<file path="config.mk">
export PLATFORM = sky130hd
export DESIGN_NAME = uart_rx_flat
export DESIGN_NICKNAME = d
export VERILOG_FILES = /design/src/rtl/uart_rx_if.sv /design/src/rtl/uart_rx.sv /design/src/flat_wrapper.sv
export SDC_FILE = /design/constraint.sdc
export NUM_CORES = 1
export LEC_CHECK = 0
export ABC_AREA = 0
export ABC_CLOCK_PERIOD_IN_PS = 7440
export CORE_ASPECT_RATIO = 1.75
export CORE_MARGIN = 3
export CORE_UTILIZATION = 40
export DETAILED_ROUTE_END_ITERATION = 12
export GPL_TIMING_DRIVEN = 0
export PLACE_DENSITY_LB_ADDON = 0.1
export SYNTH_ARGS = -nofsm -noshare
export SYNTH_HDL_FRONTEND = slang
export SYNTH_SLANG_ARGS = --single-unit
</file>
<file path="constraint.sdc">
create_clock -name clk -period 7.44 [get_ports clk]
set_input_delay 1.488 -clock clk [delete_from_list [all_inputs] [get_ports clk]]
set_output_delay 1.488 -clock clk [all_outputs]
set_load 0.1 [all_outputs]
</file>
<file path="src/rtl/uart_rx_if.sv">
// Serial-line and system-side signal bundle for the UART receiver.
// The master drives the line and frame configuration; the slave is the receiver.
interface uart_rx_if #(
    parameter int PRESCALE_W = 6
);
    logic                  RX_IN;
    logic [PRESCALE_W-1:0] Prescale;
    logic                  Par_En;
    logic                  Par_Typ;
    logic [7:0]            P_DATA;
    logic                  Data_Valid;
    logic                  Par_Err;
    logic                  Stp_Err;

    modport master (
        output RX_IN, Prescale, Par_En, Par_Typ,
        input  P_DATA, Data_Valid, Par_Err, Stp_Err
    );

    modport slave (
        input  RX_IN, Prescale, Par_En, Par_Typ,
        output P_DATA, Data_Valid, Par_Err, Stp_Err
    );
endinterface

</file>
<file path="src/rtl/uart_rx.sv">
// Oversampling UART receiver: start, 8 data bits LSB first, optional parity, stop.
// Each bit is the majority of three samples around the bit centre.
module uart_rx #(
    parameter int PRESCALE_W = 6
) (
    input  logic      clk,
    input  logic      rst_n,
    uart_rx_if.slave  bus
);
    localparam int PW = PRESCALE_W;

    typedef enum logic [2:0] {S_IDLE, S_START, S_DATA, S_PARITY, S_STOP} state_t;

    state_t          r_state;
    logic [PW-1:0]   r_edge_cnt;
    logic [2:0]      r_bit_cnt;
    logic [PW-1:0]   r_prescale;
    logic            r_par_en;
    logic            r_par_typ;
    logic [2:0]      r_smp;
    logic [7:0]      r_shift;
    logic            r_par_bad;
    logic [7:0]      r_pdata;
    logic            r_dv;
    logic            r_pe;
    logic            r_se;

    logic [PW-1:0]   w_half;
    logic            w_samp;
    logic            w_last;
    logic            w_bit;
    logic            w_par_exp;

    assign w_half    = r_prescale >> 1;
    assign w_samp    = (r_edge_cnt == w_half - PW'(1)) || (r_edge_cnt == w_half) ||
                       (r_edge_cnt == w_half + PW'(1));
    assign w_last    = (r_edge_cnt == r_prescale - PW'(1));
    assign w_bit     = (r_smp[0] & r_smp[1]) | (r_smp[0] & r_smp[2]) | (r_smp[1] & r_smp[2]);
    assign w_par_exp = r_par_typ ? ~^r_shift : ^r_shift;

    always_ff @(posedge clk or negedge rst_n) begin
        if (!rst_n) begin
            r_state    <= S_IDLE;
            r_edge_cnt <= '0;
            r_bit_cnt  <= '0;
            r_prescale <= '0;
            r_par_en   <= 1'b0;
            r_par_typ  <= 1'b0;
            r_smp      <= '0;
            r_shift    <= '0;
            r_par_bad  <= 1'b0;
            r_pdata    <= '0;
            r_dv       <= 1'b0;
            r_pe       <= 1'b0;
            r_se       <= 1'b0;
        end else begin
            r_dv <= 1'b0;
            r_pe <= 1'b0;
            r_se <= 1'b0;
            if (r_state == S_IDLE) begin
                if (!bus.RX_IN) begin
                    r_state    <= S_START;
                    r_edge_cnt <= '0;
                    r_bit_cnt  <= '0;
                    r_par_bad  <= 1'b0;
                    r_prescale <= bus.Prescale;
                    r_par_en   <= bus.Par_En;
                    r_par_typ  <= bus.Par_Typ;
                end
            end else begin
                if (w_samp)
                    r_smp <= {r_smp[1:0], bus.RX_IN};
                if (w_last) begin
                    r_edge_cnt <= '0;
                    case (r_state)
                        // A high start bit at its centre is a line glitch.
                        S_START: r_state <= w_bit ? S_IDLE : S_DATA;
                        S_DATA: begin
                            r_shift[r_bit_cnt] <= w_bit;
                            r_bit_cnt          <= r_bit_cnt + 3'd1;
                            if (r_bit_cnt == 3'd7)
                                r_state <= r_par_en ? S_PARITY : S_STOP;
                        end
                        S_PARITY: begin
                            r_par_bad <= (w_bit != w_par_exp);
                            r_state   <= S_STOP;
                        end
                        S_STOP: begin
                            r_se <= ~w_bit;
                            r_pe <= r_par_en & r_par_bad;
                            if (w_bit && !(r_par_en && r_par_bad)) begin
                                r_dv    <= 1'b1;
                                r_pdata <= r_shift;
                            end
                            r_state <= S_IDLE;
                        end
                        default: r_state <= S_IDLE;
                    endcase
                end else begin
                    r_edge_cnt <= r_edge_cnt + PW'(1);
                end
            end
        end
    end

    assign bus.P_DATA     = r_pdata;
    assign bus.Data_Valid = r_dv;
    assign bus.Par_Err    = r_pe;
    assign bus.Stp_Err    = r_se;
endmodule

</file>
<file path="src/flat_wrapper.sv">
// flat-port wrapper written by rule: the top's interface ports become plain ports
module uart_rx_flat 
#(
    parameter int PRESCALE_W = 6
)
  (clk, rst_n, bus_RX_IN, bus_Prescale, bus_Par_En, bus_Par_Typ, bus_P_DATA, bus_Data_Valid, bus_Par_Err, bus_Stp_Err);
  uart_rx_if #(.PRESCALE_W(PRESCALE_W)) bus_i ();
  input  logic clk;
  input  logic rst_n;
  input wire logic [$bits(bus_i.RX_IN)-1:0] bus_RX_IN;
  input wire logic [$bits(bus_i.Prescale)-1:0] bus_Prescale;
  input wire logic [$bits(bus_i.Par_En)-1:0] bus_Par_En;
  input wire logic [$bits(bus_i.Par_Typ)-1:0] bus_Par_Typ;
  output wire logic [$bits(bus_i.P_DATA)-1:0] bus_P_DATA;
  output wire logic [$bits(bus_i.Data_Valid)-1:0] bus_Data_Valid;
  output wire logic [$bits(bus_i.Par_Err)-1:0] bus_Par_Err;
  output wire logic [$bits(bus_i.Stp_Err)-1:0] bus_Stp_Err;
  assign bus_i.RX_IN = bus_RX_IN;
  assign bus_i.Prescale = bus_Prescale;
  assign bus_i.Par_En = bus_Par_En;
  assign bus_i.Par_Typ = bus_Par_Typ;
  assign bus_P_DATA = bus_i.P_DATA;
  assign bus_Data_Valid = bus_i.Data_Valid;
  assign bus_Par_Err = bus_i.Par_Err;
  assign bus_Stp_Err = bus_i.Stp_Err;
  uart_rx #(.PRESCALE_W(PRESCALE_W)) u_core (.clk(clk), .rst_n(rst_n), .bus(bus_i));
endmodule
</file>
## After elaboration in Yosys (flattened, before gate mapping)

Cells that the tools add are included.
Widths: inputs -> output; s select.

- Bits in registers: 43
- Input bits: 11

- Muxes and demuxes: 32
- Add/subtract/negate cells: 5
- Eq/ne operators: 12
- Bitwise logic cells: 9
- Reductions and logical operators: 19
- Order comparisons: 2

Operators by type and width:

| operator | count |
|---|---|
| $mux 3 | 9 |
| $eq 6x6->1 | 3 |
| $mux 6 | 3 |
| $mux 1 | 16 |
| $reduce_and 3->1 | 4 |
| $pmux 3 s3 | 1 |
| $bwmux 8 | 1 |
| $reduce_xnor 8->1 | 1 |
| $reduce_xor 8->1 | 1 |
| $add 5x1->6 const B | 1 |
| $add 6x1->6 const B | 1 |
| $eq 3x2->1 const B | 2 |
| $eq 3x3->1 const B | 2 |
| $eq 6x5->1 | 1 |
| $reduce_bool 2->1 | 3 |
| $sub 5x1->6 const B | 1 |
| $sub 6x1->6 const B | 1 |
| $and 1x1->1 | 4 |
| $lt 3x4->1 const B | 1 |
| $reduce_and 2->1 | 2 |
| $reduce_and 4->1 | 1 |
| $add 3x1->3 const B | 1 |
| $demux 1 s3 | 1 |
| $eq 3x1->1 const B | 1 |
| 11 further kinds | 17 |

## Depth between registers and ports, before layout

- Word-level depth: 8
- Depth in mapped cells: 9
- Depth with buffers taken out: 7

## Worst setup path after synthesis

OpenSTA, ideal clock, no wires.

- Path type: reg2reg
- Start point: reg u_core.r_prescale[2]
- End point: reg u_core.r_shift[0]
- Arrival time: 2,307 ps
- Setup slack: 5,006 ps
- Buffers on the path: 2
- Required time: 7,313 ps
- Cell stages (with the launch flop): 10
- Library setup time: 127 ps
- Cell sequence: dfrtp_1 -> buf_2 -> inv_1 -> ha_1 -> a21boi_0 -> xnor2_1 -> o2111ai_2 -> buf_6 -> or4_1 -> mux2_1

- Word-level cells in the longest chain between the ends: 3

RTL lines:

| item | RTL line | source |
|---|---|---|
| from (decl) | uart_rx.sv:17 | `logic [PW-1:0] r_prescale;` |
| from (signal assigned) | uart_rx.sv:66 | `r_prescale <= bus.Prescale;` |
| $sub 6x1->6 | uart_rx.sv:37 | `assign w_last = (r_edge_cnt == r_prescale - PW'(1));` |
| $eq 6x6->1 | uart_rx.sv:37 |  |
| $reduce_and 3->1 (no source line) | n/a |  |
| to (signal, indexed assignment) | uart_rx.sv:79 | `r_shift[r_bit_cnt] <= w_bit;` |
| to (decl) | uart_rx.sv:21 | `logic [7:0] r_shift;` |

Every way passes these cells.
A chain may end at the register's enable or synchronous reset.

## Worst setup path after layout

- Start point: reg u_core.r_pdata[7], in the netlist u_core.bus.P_DATA[7]
- End point: out bus_P_DATA[7]

RTL lines:

| item | RTL line | source |
|---|---|---|
| from (decl) | uart_rx.sv:23 | `logic [7:0] r_pdata;` |
| from (signal assigned) | uart_rx.sv:93 | `r_pdata <= r_shift;` |
| to (decl) | flat_wrapper.sv:14 | `output wire logic [$bits(bus_i.P_DATA)-1:0] bus_P_DATA;` |

No word-level cell between the ends.

==> qor.yml <==
cap_violations: 0
clk_pin_slew_worst_paths_ps: 90
numCtsBuffers: 5
detail-route-antenna-nets: 0
synth.top_cells.by_area: "dfrtp_1, mux2_2, xnor2_1"
r2r_start: "u_core.r_prescale[2]"
cp_num_buf_inv: 1
ys_warn_count: 0
cpMaxStageDelayCell: "clkdlybuf4s50_1"
hold_class: "reg2reg"
drt_iter0_drc: 56
max_freq_mhz: 305
syn_nets: 271
core.rowCount: 37
grt_antenna_before_repair: 0
hold_violations: 0
max-slew-margin-rel_pct: 35.1
fin_tns_setup_ps: 0
grt.total_usage_pct: 17.1
clkSinkCount: 43
min_from: "u_core.bus.P_DATA[1]"
end_kind: "output pin"
vias: 1967
post_cts_resized: 0
post_cts_buffers: 0
netlist_area_mm2: 0.00255
yosysTopAreaCell: "dfrtp_1"
status: "complete, no violations"
dieArea_mm2: 0.00742
yosysUniqueCellTypes: 49
synth_top_area_share_pct: 42.1
fin_crit_sh_pct: 44.1
crit_chain: "clkdlybuf4s50_1"
power_leakage_nw: 1.25
core_mm2: 0.00602
tritoncts: "done"
synth_cells: 253
synth_seq_area_share_pct: 42.1
startpoint: "u_core.bus.P_DATA[7]"
first_pass_iters: 4
clk_latency_ps: 300
avgSynthCellArea_um2: 10.1
synth-edff-count: 0
area_delta_synth_final_pct: 16.0
start_util_pct: 42.4
clockBufferDepth: 2
async_flop_share_pct: 100
fin_skew_ps: 7.73
min_to: "u_core.bus.P_DATA[1]"
vdd_ir_drop_max_v: 0.000184
drcViolationCount: 0
dpl.hpwl_um: 4450
cp.depth: 1
cp.arrival_ps: 1790
min_path_cells: 1
power_density_mw_per_mm2: 416
rrSetupSlack_ps: 4760
vias_per_cell: 5.45
grt.overflow.total: 0
rr_endpoint: "u_core.r_shift[0]"
dieHeight_um: 112
portBuffers: 21
required_ps: 5950
setup_viol: 0
rsz0062_at_grt: "no"
layout_commonest_cell: "dfrtp_1"
power_mw: 1.23
grt_pass1_wl_um: 9720
ctsHtreeMaxLevel: 2
tightest_slew_ps: 970
cpPeakStageDelay_ps: 1130
grt_pass1_vias: 2021
root_buffer: "clkbuf_8"
ios: 22
routabilityCongestion: 0.887
setup.worst_path.class: "reg2out"
crit_family: "buffers and inverters"
cp-start-kind: "register"
slew_violations: 0
period_needed_ps: 3280
routed_wl_um: 5810
final_cell_mix: "dfrtp_1, nand2_1, clkdlybuf4s50_1, mux2_2, xnor2_1"
hold_buffers: 0
synth_top_flop_cell: "dfrtp_1"
reg2reg_depth: 9
crit_fanout: 2
fp.dieW_um: 66.4
antenna_cells: 0
grt_max_degree: 34
ys_seq_elements: 43
wl_per_cell_um: 16.1
drive_gt1_share_pct: 13.1
finalNetCount: 300
[synthesized netlist by cell type, drive strengths merged (4+ instances only)]
cell and number:
dfrtp 43, nand2 26, mux2 23, xnor2 16, clkbuf 12, xor2 12, o21ai 11, nand3 9
nor2 9, nor3 8, a21oi 7, buf 7, ha 7, or4 7, inv 6, a221o 5
nand4 4, or3 4
[metal layers]
metal | up-vias | part of all wire (%) | track usage [%]
met5 | - | 0 | 0
li1 | 964 | - | -
met1 | 950 | 38 | 18.6
met2 | 38 | 57 | 31.5
met3 | 15 | 2.3 | 2.83
met4 | 0 | 2.7 | 6.65
[cell families after synthesis]
family | share of synthesized area, %
XOR/XNOR | 9.60
AO/OA/AOI/OAI | 11.6
buffers and inverters | 4.61
multiplexers | 10.5
flip-flops | 42.1
AND/OR/NAND/NOR | 17.7
adder cells (fa/ha/maj) | 3.82
[worst max path at each step]
stage,slack [ps],to
6_report,4160,bus_P_DATA[7]
5_1_grt,4120,bus_P_DATA[4]
4_1_cts,4150,bus_P_DATA[7]
3_5_place_dp,4430,u_core.r_prescale[1]
3_3_place_gp,3660,u_core.r_edge_cnt[5]
2_1_floorplan,5010,u_core.r_shift[0]
[per-stage QoR]
stage | setup WS, ps | std cells | utilization, % | hold WS [ps] | area, µm²
finish | 4160 | 361 | 49.2 | 501 | 2960
CTS | 4150 | 361 | 49.2 | 507 | 2960
global placement | 3660 | 352 | 47.5 | 480 | 2860
detailed placement | 4430 | 353 | 47.8 | 488 | 2880
floorplan | 5010 | 253 | - | 488 | 2550
global route | 4120 | 361 | 49.2 | 530 | 2960
[where the power goes]
| group | internal (mW) | switching [mW] | total, mW |
|---|---|---|---|
| clock | 0.0657 | 0.0825 | 0.148 |
| sequential | 0.302 | 0.0590 | 0.361 |
| combinational | 0.298 | 0.424 | 0.722 |
| total | 0.666 | 0.566 | 1.23 |
[state kept, by name (all words and copies together), names as in the netlist]
| signal | flops |
|---|---|
| u_core.bus.Data_Valid | 1 |
| u_core.r_state | 3 |
| u_core.r_smp | 3 |
| u_core.r_shift | 8 |
| u_core.r_par_typ | 1 |
| u_core.r_prescale | 6 |
| u_core.r_par_en | 1 |
| u_core.bus.Stp_Err | 1 |
| u_core.bus.P_DATA | 8 |
| u_core.r_par_bad | 1 |
| u_core.bus.Par_Err | 1 |
| u_core.r_edge_cnt | 6 |
| u_core.r_bit_cnt | 3 |
[layout make-up]
cell class                 instances  area [µm²]
buffer                            19        95.1
clock buffer                       6        72.6
clock inverter                     2        12.5
fill                             582        3060
inverter                           6        22.5
multi-input combinational        185        1360
sequential                        43        1080
tap                               78        97.6
timing repair buffer              22         225
No activity file was read; power rests on OpenSTA's default activity.
